===== config.mk =====
export PLATFORM = sky130hd
export DESIGN_NAME = motor_run_scheduler
export DESIGN_NICKNAME = d
export VERILOG_FILES = /design/src/rtl/motor_sched_pkg.sv /design/src/rtl/motor_run_scheduler_timer.sv /design/src/rtl/motor_run_scheduler.sv
export SDC_FILE = /design/constraint.sdc
export NUM_CORES = 1
export LEC_CHECK = 0
export CORE_ASPECT_RATIO = 2
export CORE_UTILIZATION = 53
export CTS_BUF_LIST = sky130_fd_sc_hd__clkbuf_4 sky130_fd_sc_hd__clkbuf_8
export CTS_CLUSTER_DIAMETER = 40
export DETAILED_ROUTE_END_ITERATION = 8
export PLACE_DENSITY = 0.77
export SLEW_MARGIN = 10
export SYNTH_ARGS = -nofsm -noshare
export SYNTH_HDL_FRONTEND = slang
export SYNTH_SLANG_ARGS = --single-unit

===== constraint.sdc =====
create_clock -name clk -period 2.3 [get_ports clk]
set_input_delay 0.69 -clock clk [delete_from_list [all_inputs] [get_ports clk]]
set_output_delay 0.69 -clock clk [all_outputs]
set_load 0.01 [all_outputs]

===== src/rtl/motor_sched_pkg.sv =====
// Shared types and constants for the motor run scheduler.
// Motor ids double as round-robin tokens.
package motor_sched_pkg;

  typedef enum logic [1:0] {
    S_IDLE  = 2'd0,
    S_GRANT = 2'd1,
    S_RUN   = 2'd2,
    S_GAP   = 2'd3
  } state_e;

  typedef enum logic {
    M1 = 1'b0,
    M2 = 1'b1
  } motor_e;

  localparam logic [7:0] DEF_M1_RUN    = 8'h88;
  localparam logic [7:0] DEF_M2_RUN    = 8'haa;
  localparam logic [7:0] DEF_M1_CANCEL = 8'h33;
  localparam logic [7:0] DEF_M2_CANCEL = 8'h66;

endpackage


===== src/rtl/motor_run_scheduler_timer.sv =====
// Saturating up-counter with clear, enable and a terminal
// count against a limit that may change from cycle to cycle.
module sched_timer #(
  parameter int W = 26
) (
  input  logic         clk,
  input  logic         reset,
  input  logic         clr_i,
  input  logic         en_i,
  input  logic [W-1:0] limit_i,
  output logic         tc_o
);

  logic [W-1:0] cnt_q, cnt_d;

  always_comb begin
    cnt_d = cnt_q;
    if (clr_i)
      cnt_d = '0;
    else if (en_i && (cnt_q != '1))
      cnt_d = cnt_q + 1'b1;
  end

  always_ff @(posedge clk) begin
    if (!reset)
      cnt_q <= '0;
    else
      cnt_q <= cnt_d;
  end

  assign tc_o = (cnt_q == limit_i);

endmodule


===== src/rtl/motor_run_scheduler.sv =====
// Command decode, round-robin grant and run/gap sequencing
// for two motors sharing one supply.
module motor_run_scheduler
  import motor_sched_pkg::*;
#(
  parameter logic [7:0] CMD_M1_RUN     = DEF_M1_RUN,
  parameter logic [7:0] CMD_M2_RUN     = DEF_M2_RUN,
  parameter logic [7:0] CMD_M1_CANCEL  = DEF_M1_CANCEL,
  parameter logic [7:0] CMD_M2_CANCEL  = DEF_M2_CANCEL,
  parameter int         TIMEOUT_CYCLES = 49152000,
  parameter int         GAP_CYCLES     = 4096,
  parameter int         CNT_W          = 26
) (
  input  logic       clk,
  input  logic       reset,
  input  logic [7:0] rx_data,
  input  logic       rx_done,
  output logic       m1_start,
  input  logic       m1_done,
  output logic       m2_start,
  input  logic       m2_done,
  output logic       led1,
  output logic       led2,
  output logic       busy,
  output logic       timeout_err,
  output logic       bad_cmd
);

  state_e     state_q, state_d;
  motor_e     grant_q, grant_d;
  motor_e     last_q, last_d;
  logic       p1_q, p1_d;
  logic       p2_q, p2_d;
  logic       s1_q, s2_q;
  logic       led1_q, led2_q;
  logic       busy_q, terr_q, terr_d, bad_q;
  logic       run1, run2, can1, can2, bad;
  logic       gdone, gcan, to_hit, tc;
  logic       gclr1, gclr2, active;
  logic       tmr_clr, tmr_en;
  logic [CNT_W-1:0] limit;

  always_comb begin
    run1 = 1'b0;
    run2 = 1'b0;
    can1 = 1'b0;
    can2 = 1'b0;
    bad  = 1'b0;
    if (rx_done) begin
      case (rx_data)
        CMD_M1_RUN:    run1 = 1'b1;
        CMD_M2_RUN:    run2 = 1'b1;
        CMD_M1_CANCEL: can1 = 1'b1;
        CMD_M2_CANCEL: can2 = 1'b1;
        default:       bad  = 1'b1;
      endcase
    end
  end

  assign gdone = (grant_q == M1) ? m1_done : m2_done;
  assign gcan  = (grant_q == M1) ? can1 : can2;

  // One counter serves both the run watchdog and the dead time.
  assign limit = (state_q == S_RUN)
               ? CNT_W'(TIMEOUT_CYCLES - 1)
               : CNT_W'(GAP_CYCLES - 1);

  always_comb begin
    state_d = state_q;
    grant_d = grant_q;
    last_d  = last_q;
    to_hit  = 1'b0;
    case (state_q)
      S_IDLE: begin
        if (p1_q | p2_q) begin
          if (p1_q && p2_q)
            grant_d = (last_q == M1) ? M2 : M1;
          else
            grant_d = p1_q ? M1 : M2;
          last_d  = grant_d;
          state_d = S_GRANT;
        end
      end
      S_GRANT: state_d = gcan ? S_GAP : S_RUN;
      S_RUN: begin
        if (gdone) begin
          state_d = S_GAP;
        end else if (tc) begin
          to_hit  = 1'b1;
          state_d = S_GAP;
        end else if (gcan) begin
          state_d = S_GAP;
        end
      end
      S_GAP: if (tc) state_d = S_IDLE;
      default: state_d = S_IDLE;
    endcase
  end

  assign gclr1 = (state_q == S_IDLE) &&
                 (state_d == S_GRANT) &&
                 (grant_d == M1);
  assign gclr2 = (state_q == S_IDLE) &&
                 (state_d == S_GRANT) &&
                 (grant_d == M2);

  // A RUN byte wins over the grant clearing the same flag.
  assign p1_d = (p1_q & ~gclr1 & ~can1) | run1;
  assign p2_d = (p2_q & ~gclr2 & ~can2) | run2;

  assign terr_d = (terr_q & ~(run1 | run2)) | to_hit;

  assign active = (state_q == S_GRANT) ||
                  (state_q == S_RUN);

  assign tmr_clr = (state_d != state_q);
  assign tmr_en  = (state_q == S_RUN) ||
                   (state_q == S_GAP);

  sched_timer #(
    .W (CNT_W)
  ) u_timer (
    .clk     (clk),
    .reset   (reset),
    .clr_i   (tmr_clr),
    .en_i    (tmr_en),
    .limit_i (limit),
    .tc_o    (tc)
  );

  always_ff @(posedge clk) begin
    if (!reset) begin
      state_q <= S_IDLE;
      grant_q <= M1;
      last_q  <= M2;
      p1_q    <= 1'b0;
      p2_q    <= 1'b0;
      s1_q    <= 1'b0;
      s2_q    <= 1'b0;
      led1_q  <= 1'b0;
      led2_q  <= 1'b0;
      busy_q  <= 1'b0;
      terr_q  <= 1'b0;
      bad_q   <= 1'b0;
    end else begin
      state_q <= state_d;
      grant_q <= grant_d;
      last_q  <= last_d;
      p1_q    <= p1_d;
      p2_q    <= p2_d;
      s1_q    <= (state_d == S_RUN) && (grant_d == M1);
      s2_q    <= (state_d == S_RUN) && (grant_d == M2);
      led1_q  <= p1_q | (active && (grant_q == M1));
      led2_q  <= p2_q | (active && (grant_q == M2));
      busy_q  <= (state_d != S_IDLE);
      terr_q  <= terr_d;
      bad_q   <= bad;
    end
  end

  assign m1_start    = s1_q;
  assign m2_start    = s2_q;
  assign led1        = led1_q;
  assign led2        = led2_q;
  assign busy        = busy_q;
  assign timeout_err = terr_q;
  assign bad_cmd     = bad_q;

  a_one_motor: assert property (
    @(posedge clk) !(m1_start && m2_start)
  );

endmodule


==> results.sh <==
export IMPL_outcome="finished, violations left"
export IMPL_violations="negative setup slack"
export IMPL_ir_drop_mv=0.453
export IMPL_die_y_um=89.9
export IMPL_rr_worst_depth=8
export IMPL_dr_pass1_iters=4
export IMPL_post_drt_wl_per_cell_um=16.1
export IMPL_holdWs_ns=0.517
export IMPL_crit_slowest_cell="a2111oi_1"
export IMPL_wl_um=5850
export IMPL_finalSetupViolCount=1
export IMPL_slew_viol_final=0
export IMPL_worst_pin_slew_ns=0.720
export IMPL_cts_sinks=39
export IMPL_reg2reg_from="u_timer.cnt_q[16]$_SDFFE_PP0P_"
export IMPL_synth_cell_types=46
export IMPL_rr_endpoint="u_timer.cnt_q[25]$_SDFFE_PP0P_"
export IMPL_numCtsBuffers=5
export IMPL_drc=0
export IMPL_area_growth_pct=39.6
export IMPL_clk_latency_ns=0.29
export IMPL_overflow=0
export IMPL_holdCritStartpoint="last_q$_SDFFE_PN1P_"
export IMPL_multiInputGateArea_um2=1290
export IMPL_cp_cell_sequence="nand4_1 -> buf_4 -> or3_1 -> a2111oi_1 -> buf_4 -> nand3_1 -> xor2_1 -> nor2_1"
export IMPL_met3WireLength_um=193
export IMPL_design_area_um2=2860
export IMPL_antenna_found_initial=0
export IMPL_seq_power_share_pct=46.5
export IMPL_dr_total_vias=2123
export IMPL_antennaDiodeCount=0
export IMPL_ff2ff_setup_slack_ns=-0.003
export IMPL_whs_endpoint="last_q$_SDFFE_PN1P_"
export IMPL_rsz0062_at_grt="yes"
export IMPL_wl_met1_um=1990
export IMPL_grt_max_degree=13
export IMPL_maxCapViolations=0
export IMPL_placed_area_um2=2610
export IMPL_seq_area_frac_synth_pct=38.2
export IMPL_async_flop_share_pct=0
export IMPL_synth_area_um2=2050
export IMPL_syn_avg_cell_area_um2=8.45
export IMPL_path_clk_slew_ns=0.07
export IMPL_fin_nets=333
export IMPL_cts_root_buf="clkbuf_8"
export IMPL_cp_common_cell="buf_4"
export IMPL_viasPerCell=5.83
export IMPL_hold_violations=0
export IMPL_fillers=272
export IMPL_powerDensity_nw_per_um2=523
export IMPL_startpoint_type="register"
export IMPL_io_buffers=19
export IMPL_ios=20
export IMPL_synth_edf_count=0
export IMPL_critical_path_top_delay_family="simple AND/OR/NAND/NOR gates"
export IMPL_max_slew_margin_rel_pct=51.4
export IMPL_top_layer="met4"
export IMPL_fin_util_pct=78.3
export IMPL_min_period_ns=2.30
export IMPL_stdcell_count=364
export IMPL_leakagePower_nw=1.12
export IMPL_register_area_um2=792
export IMPL_p_sw_share_pct=26.9
export IMPL_cts_tree="built"
export IMPL_grt_pass1_vias=2161
export IMPL_endpoint_kind="register"
export IMPL_met2WireLength_um=3400
export IMPL_placed_cells=347
export IMPL_gp_congestion=0.871
export IMPL_drive_gt1_share_pct=28.9
export IMPL_grt_pass1_wl_um=9310
export IMPL_p_switching_uw=401
export IMPL_crit_required_ns=2.49
export IMPL_start_util_pct=56.1
export IMPL_setup_ws_ns=-0.00344
export IMPL_hpwl_um=3950
export IMPL_power_frac_clock_pct=31.1
export IMPL_synth_nets=261
export IMPL_cp_buffers_inverters=2
export IMPL_yosys_warnings=0
export IMPL_min_period_over_period_pct=100
export IMPL_num_rows=31
export IMPL_track_usage_pct=30.2
export IMPL_arrival_ns=2.49
export IMPL_worstPathMaxFanout=4
export IMPL_comb_power_share_pct=22.4
export IMPL_hold_path_class="register to register"
export IMPL_clock_fmax_mhz=434
export IMPL_die_area_um2=4130
export IMPL_syn_inst=242
export IMPL_path_class="register to register"
export IMPL_die_w_um=45.9
export IMPL_p_int_mw=1.09
export IMPL_synth_main_ff_cell="dfxtp_1"
export IMPL_drtIter0Drc=68
export IMPL_ant_nets=0
export IMPL_ys_ff_latch=39
export IMPL_cts_max_path_buffers=2
export IMPL_hold_depth=1
export IMPL_core_area_um2=3650
export IMPL_htreeDepth=2
export IMPL_skew_ns=0.00751
export IMPL_max_stage_delay_ns=0.60
export IMPL_finalSetupTns_ns=-0.00344
-- layout by cell type, fill, tap and decap left out, drive strengths merged, types with 2 or more instances in the layout --
cell           instances
a211oi                 3
and3                   2
nor2b                  5
dlygate4sd2            3
o211ai                 3
a21oi                  7
buf                   54
clkbuf                 8
clkdlybuf4s50         12
and4                   2
o21a                   4
ha                     6
nor2                  36
nand2                 23
and2                   3
xor2                  16
or3                    2
nor3                   8
mux2i                  2
inv                    8
nand4bb                2
o21ai                  6
nand3                 14
nor4                   6
nor3b                  2
xnor2                  9
a311o                  2
nand4                 10
or4                    3
dfxtp                 39
-- synth_stat cells (4+ instances only) --
library cell,count,area (µm²)
xnor2_1,9,78.8
dfxtp_1,39,781
nand2_1,23,86.3
nand4_1,10,62.6
xor2_1,16,140
o21a_1,4,30.0
a21oi_1,7,35.0
nand3_1,14,70.1
nor4_1,6,37.5
inv_1,8,30.0
nor2_1,36,135
nor3_1,8,40.0
ha_1,6,75.1
o21ai_0,5,25.0
nor2b_1,5,31.3
-- flip-flops by register name (all words and copies together), names as in the netlist --
register	flops
p2_q	1
timeout_err	1
busy	1
led2	1
bad_cmd	1
led1	1
m2_start	1
m1_start	1
state_q	2
u_timer.cnt_q	26
last_q	1
p1_q	1
grant_q	1
-- worst max-delay path by stage --
stage / startpoint / endpoint / slack, ns / cells after the start
CTS: u_timer.cnt_q[0]$_SDFFE_PP0P_ / u_timer.cnt_q[2]$_SDFFE_PP0P_ / 0.0005 / 11
detailed placement: rx_data[6] / u_timer.cnt_q[2]$_SDFFE_PP0P_ / -0.50 / 8
global route: u_timer.cnt_q[16]$_SDFFE_PP0P_ / u_timer.cnt_q[23]$_SDFFE_PP0P_ / -0.06 / 8
floorplan: rx_data[0] / u_timer.cnt_q[6]$_SDFFE_PP0P_ / 0.01 / 7
finish: u_timer.cnt_q[16]$_SDFFE_PP0P_ / u_timer.cnt_q[25]$_SDFFE_PP0P_ / -0.003 / 8
global placement: rx_data[6] / u_timer.cnt_q[2]$_SDFFE_PP0P_ / -0.45 / 8
-- final cells by class --
type	count	area share [%]
clock buffer	7	2.94
clock inverter	1	0.175
inverter	8	1.05
multi-input combinational	190	45.4
sequential	39	27.7
tap	49	2.15
timing repair buffer	70	20.6
-- stage by stage --
stage	total power [mW]	setup WS (ns)
after floorplan	0.860	0.0115
after global placement	0.990	-0.452
after detailed placement	0.996	-0.503
after CTS	1.50	0.000477
after global routing	1.55	-0.0604
final	1.49	-0.00344
-- power by group through the flow --
| stage | registers (mW) | logic, mW | clock network, mW |
|---|---|---|---|
| global placement | 0.709 | 0.282 | 0 |
| floorplan | 0.715 | 0.145 | 0 |
| CTS | 0.693 | 0.338 | 0.467 |
| global route | 0.696 | 0.357 | 0.499 |
| detailed placement | 0.709 | 0.287 | 0 |
| finish | 0.695 | 0.334 | 0.465 |
-- kinds of logic after synthesis --
group | count (synthesis) | synth area share [%]
xor+xnor | 25 | 10.7
mux | 2 | 0.979
flops | 39 | 38.2
buf+inv | 13 | 3.18
simple gates | 122 | 30.7
fa+ha+maj | 6 | 3.67
compound gates | 35 | 12.6
-- per-layer routing --
layer / GRT usage [%] / up-vias
met3: 4.42 / 28
li1: - / 1015
met1: 28.8 / 992
met5: 0 / -
met2: 54.9 / 88
met4: 17.6 / 0
-- timing repair --
| item | 4_1_cts | 5_1_grt |
|---|---|---|
| setup buffers | 6 | 4 |
| gates cloned | 1 | 0 |
| hold buffers | 0 | 0 |
| pin swaps | 8 | 12 |
| gates resized for setup | 26 | 22 |
| endpoints found under the hold margin | 0 | 0 |
| setup endpoints to repair | 26 | 31 |
Note: power is estimated with default switching activity, not from simulation.
==> edit: new RTL, config.mk and constraints unchanged <==
Register the output `led1` once more, cleared by the reset; this adds one clock of latency there. The other outputs are not delayed to match.
--- a/src/rtl/motor_run_scheduler.sv
+++ b/src/rtl/motor_run_scheduler.sv
@@ -160,7 +160,13 @@
 
   assign m1_start    = s1_q;
   assign m2_start    = s2_q;
-  assign led1        = led1_q;
+  always_ff @(posedge clk) begin
+    if (!reset) begin
+      led1 <= '0;
+    end else begin
+      led1 <= led1_q;
+    end
+  end
   assign led2        = led2_q;
   assign busy        = busy_q;
   assign timeout_err = terr_q;
Formal check against the unedited RTL: not equivalent (Yosys sat finds a counterexample within 4 cycles, from zero or initial values and one cycle with reset low).
==> edit against the original RTL <==
  * Wire length decreased by 2.0%
  * Synthesized area up 6.0%
  * Setup slack improved by 0.039 ns
  * Synthesized cell count rose by 8.3%
  * Fmax is 1.7% higher
  * Sequential share of layout area up 0.12 points
  * Final cell count is 0.82% higher
  * Sequential cell count grew 1
  * Final area grew 0.66%
Power is not compared: it rests on default switching activity, and its combinational part moved more than twofold at a synthesized area within 25%.
==> edit: results (changes against the original RTL) <==
- Status: completed
- Met1 usage: 24.8% (-4.0 points)
- Vias in the first global route: 2,230 (+3.2%)
- Fin crit period: 2.26 ns (-0.0389 ns)
- Hold Startpoint: led1_q
- GPL Wtd Cong: 0.915 (+5.0%)
- Crit path max fanout: 5 (+1)
- Net Sw Power: around 0.31 mW
- Per-cell routed wire length: 15.6 µm (-2.8%)
- Hold Path End: led1
- Crit path DAT: 2.45 ns (-0.04 ns)
- Met3 wire len: 235 µm (+22%)
- Pin count of the biggest net entering global routing: 19 (+6)
- Share of layout cells above drive strength 1: 20.9% (-8.0 points)
- GR Util met3: 7.60% (+3.2 points)
- Clock Tree Root: clkbuf_8
- Unique cell type count in the Yosys netlist: 44 (-4.3%)
- Critical Path End: u_timer.cnt_q[3]
- Biggest cell delay along the critical path: 0.49 ns (-0.11 ns)
- Metal2 WL: 3.16 mm (-7.0%)
- Met2 usage: 51.4% (-3.6 points)
- Worst relative slew slack: 67.7% (+16 points)
- Nets: 334 (+0.30%)
- Syn Area/Cell: 8.28 µm² (-2.1%)
- Final wirelength: 5.73 mm (-2.0%)
- CP max-delay cell: or4b_4
- Top post-synthesis cells by area: dfxtp_1 37%, nor2_1 7.8%, xor2_1 6.5%
- Mapped Nets: 281 (+7.7%)
- TritonRoute pass-1 iters: 5 (+1)
- Met1 WL: 1.95 mm (-1.9%)
- FF-to-FF setup slack: 0.04 ns (+0.04 ns)
- Dpl cells: 349 (+0.58%)
- First-pass GRT wire length: 9.39 mm (+0.88%)
- Via count: 2,149 (+1.2%)
- Half-perimeter wire length after placement: 3.98 mm (+0.93%)
- GRT Total Usage: 29.6% (-0.65 points)
- Hold_ws: 0.439 ns (-0.0783 ns)
- Post-DP Area: 2580 µm² (-1.3%)
- Pre-CTS setup slack: -0.585 ns (-0.0816 ns)
- Register area share after synthesis: 36.9% (-1.2 points)
- Setup crit start: u_timer.cnt_q[13]
- Layout Skew: 0.0117 ns (+0.00415 ns)
- Crit-path leading delay family: simple AND/OR/NAND/NOR gates
edit: changes by cell type after synthesis, moves of 3 or more:
cell     unedited run  this run
nor2b_1             5         0
buf_2               1         4
o21a_1              4         1
nand3_1            14        17
nor2_1             36        45
and4_1              2         6
edit: what timing repair did:
item,CTS,global route
resized for setup,26,11
cloned,3,0
buffers inserted,4,4
setup endpoints to repair,30,24
pin swaps,5,9
edit: cells by family after synthesis:
group / count (synthesis) / share of synthesized area, %
AOI/OAI and AO/OA: 32 / 10.1
xor gates and xnor gates: 25 / 10.1
adders and majority gates: 6 / 3.46
buffers and inverters: 19 / 4.56
DFF: 40 / 36.9
muxes: 3 / 1.50
and+or+nand+nor: 137 / 33.4
edit: final cells by class:
class / count / area (µm²)
clock buffer: 5 / 68.8
sequential: 40 / 801
fill: 298 / 1010
clock inverter: 3 / 46.3
tap: 51 / 63.8
inverter: 9 / 33.8
multi-input combinational: 203 / 1320
timing repair buffer: 56 / 546
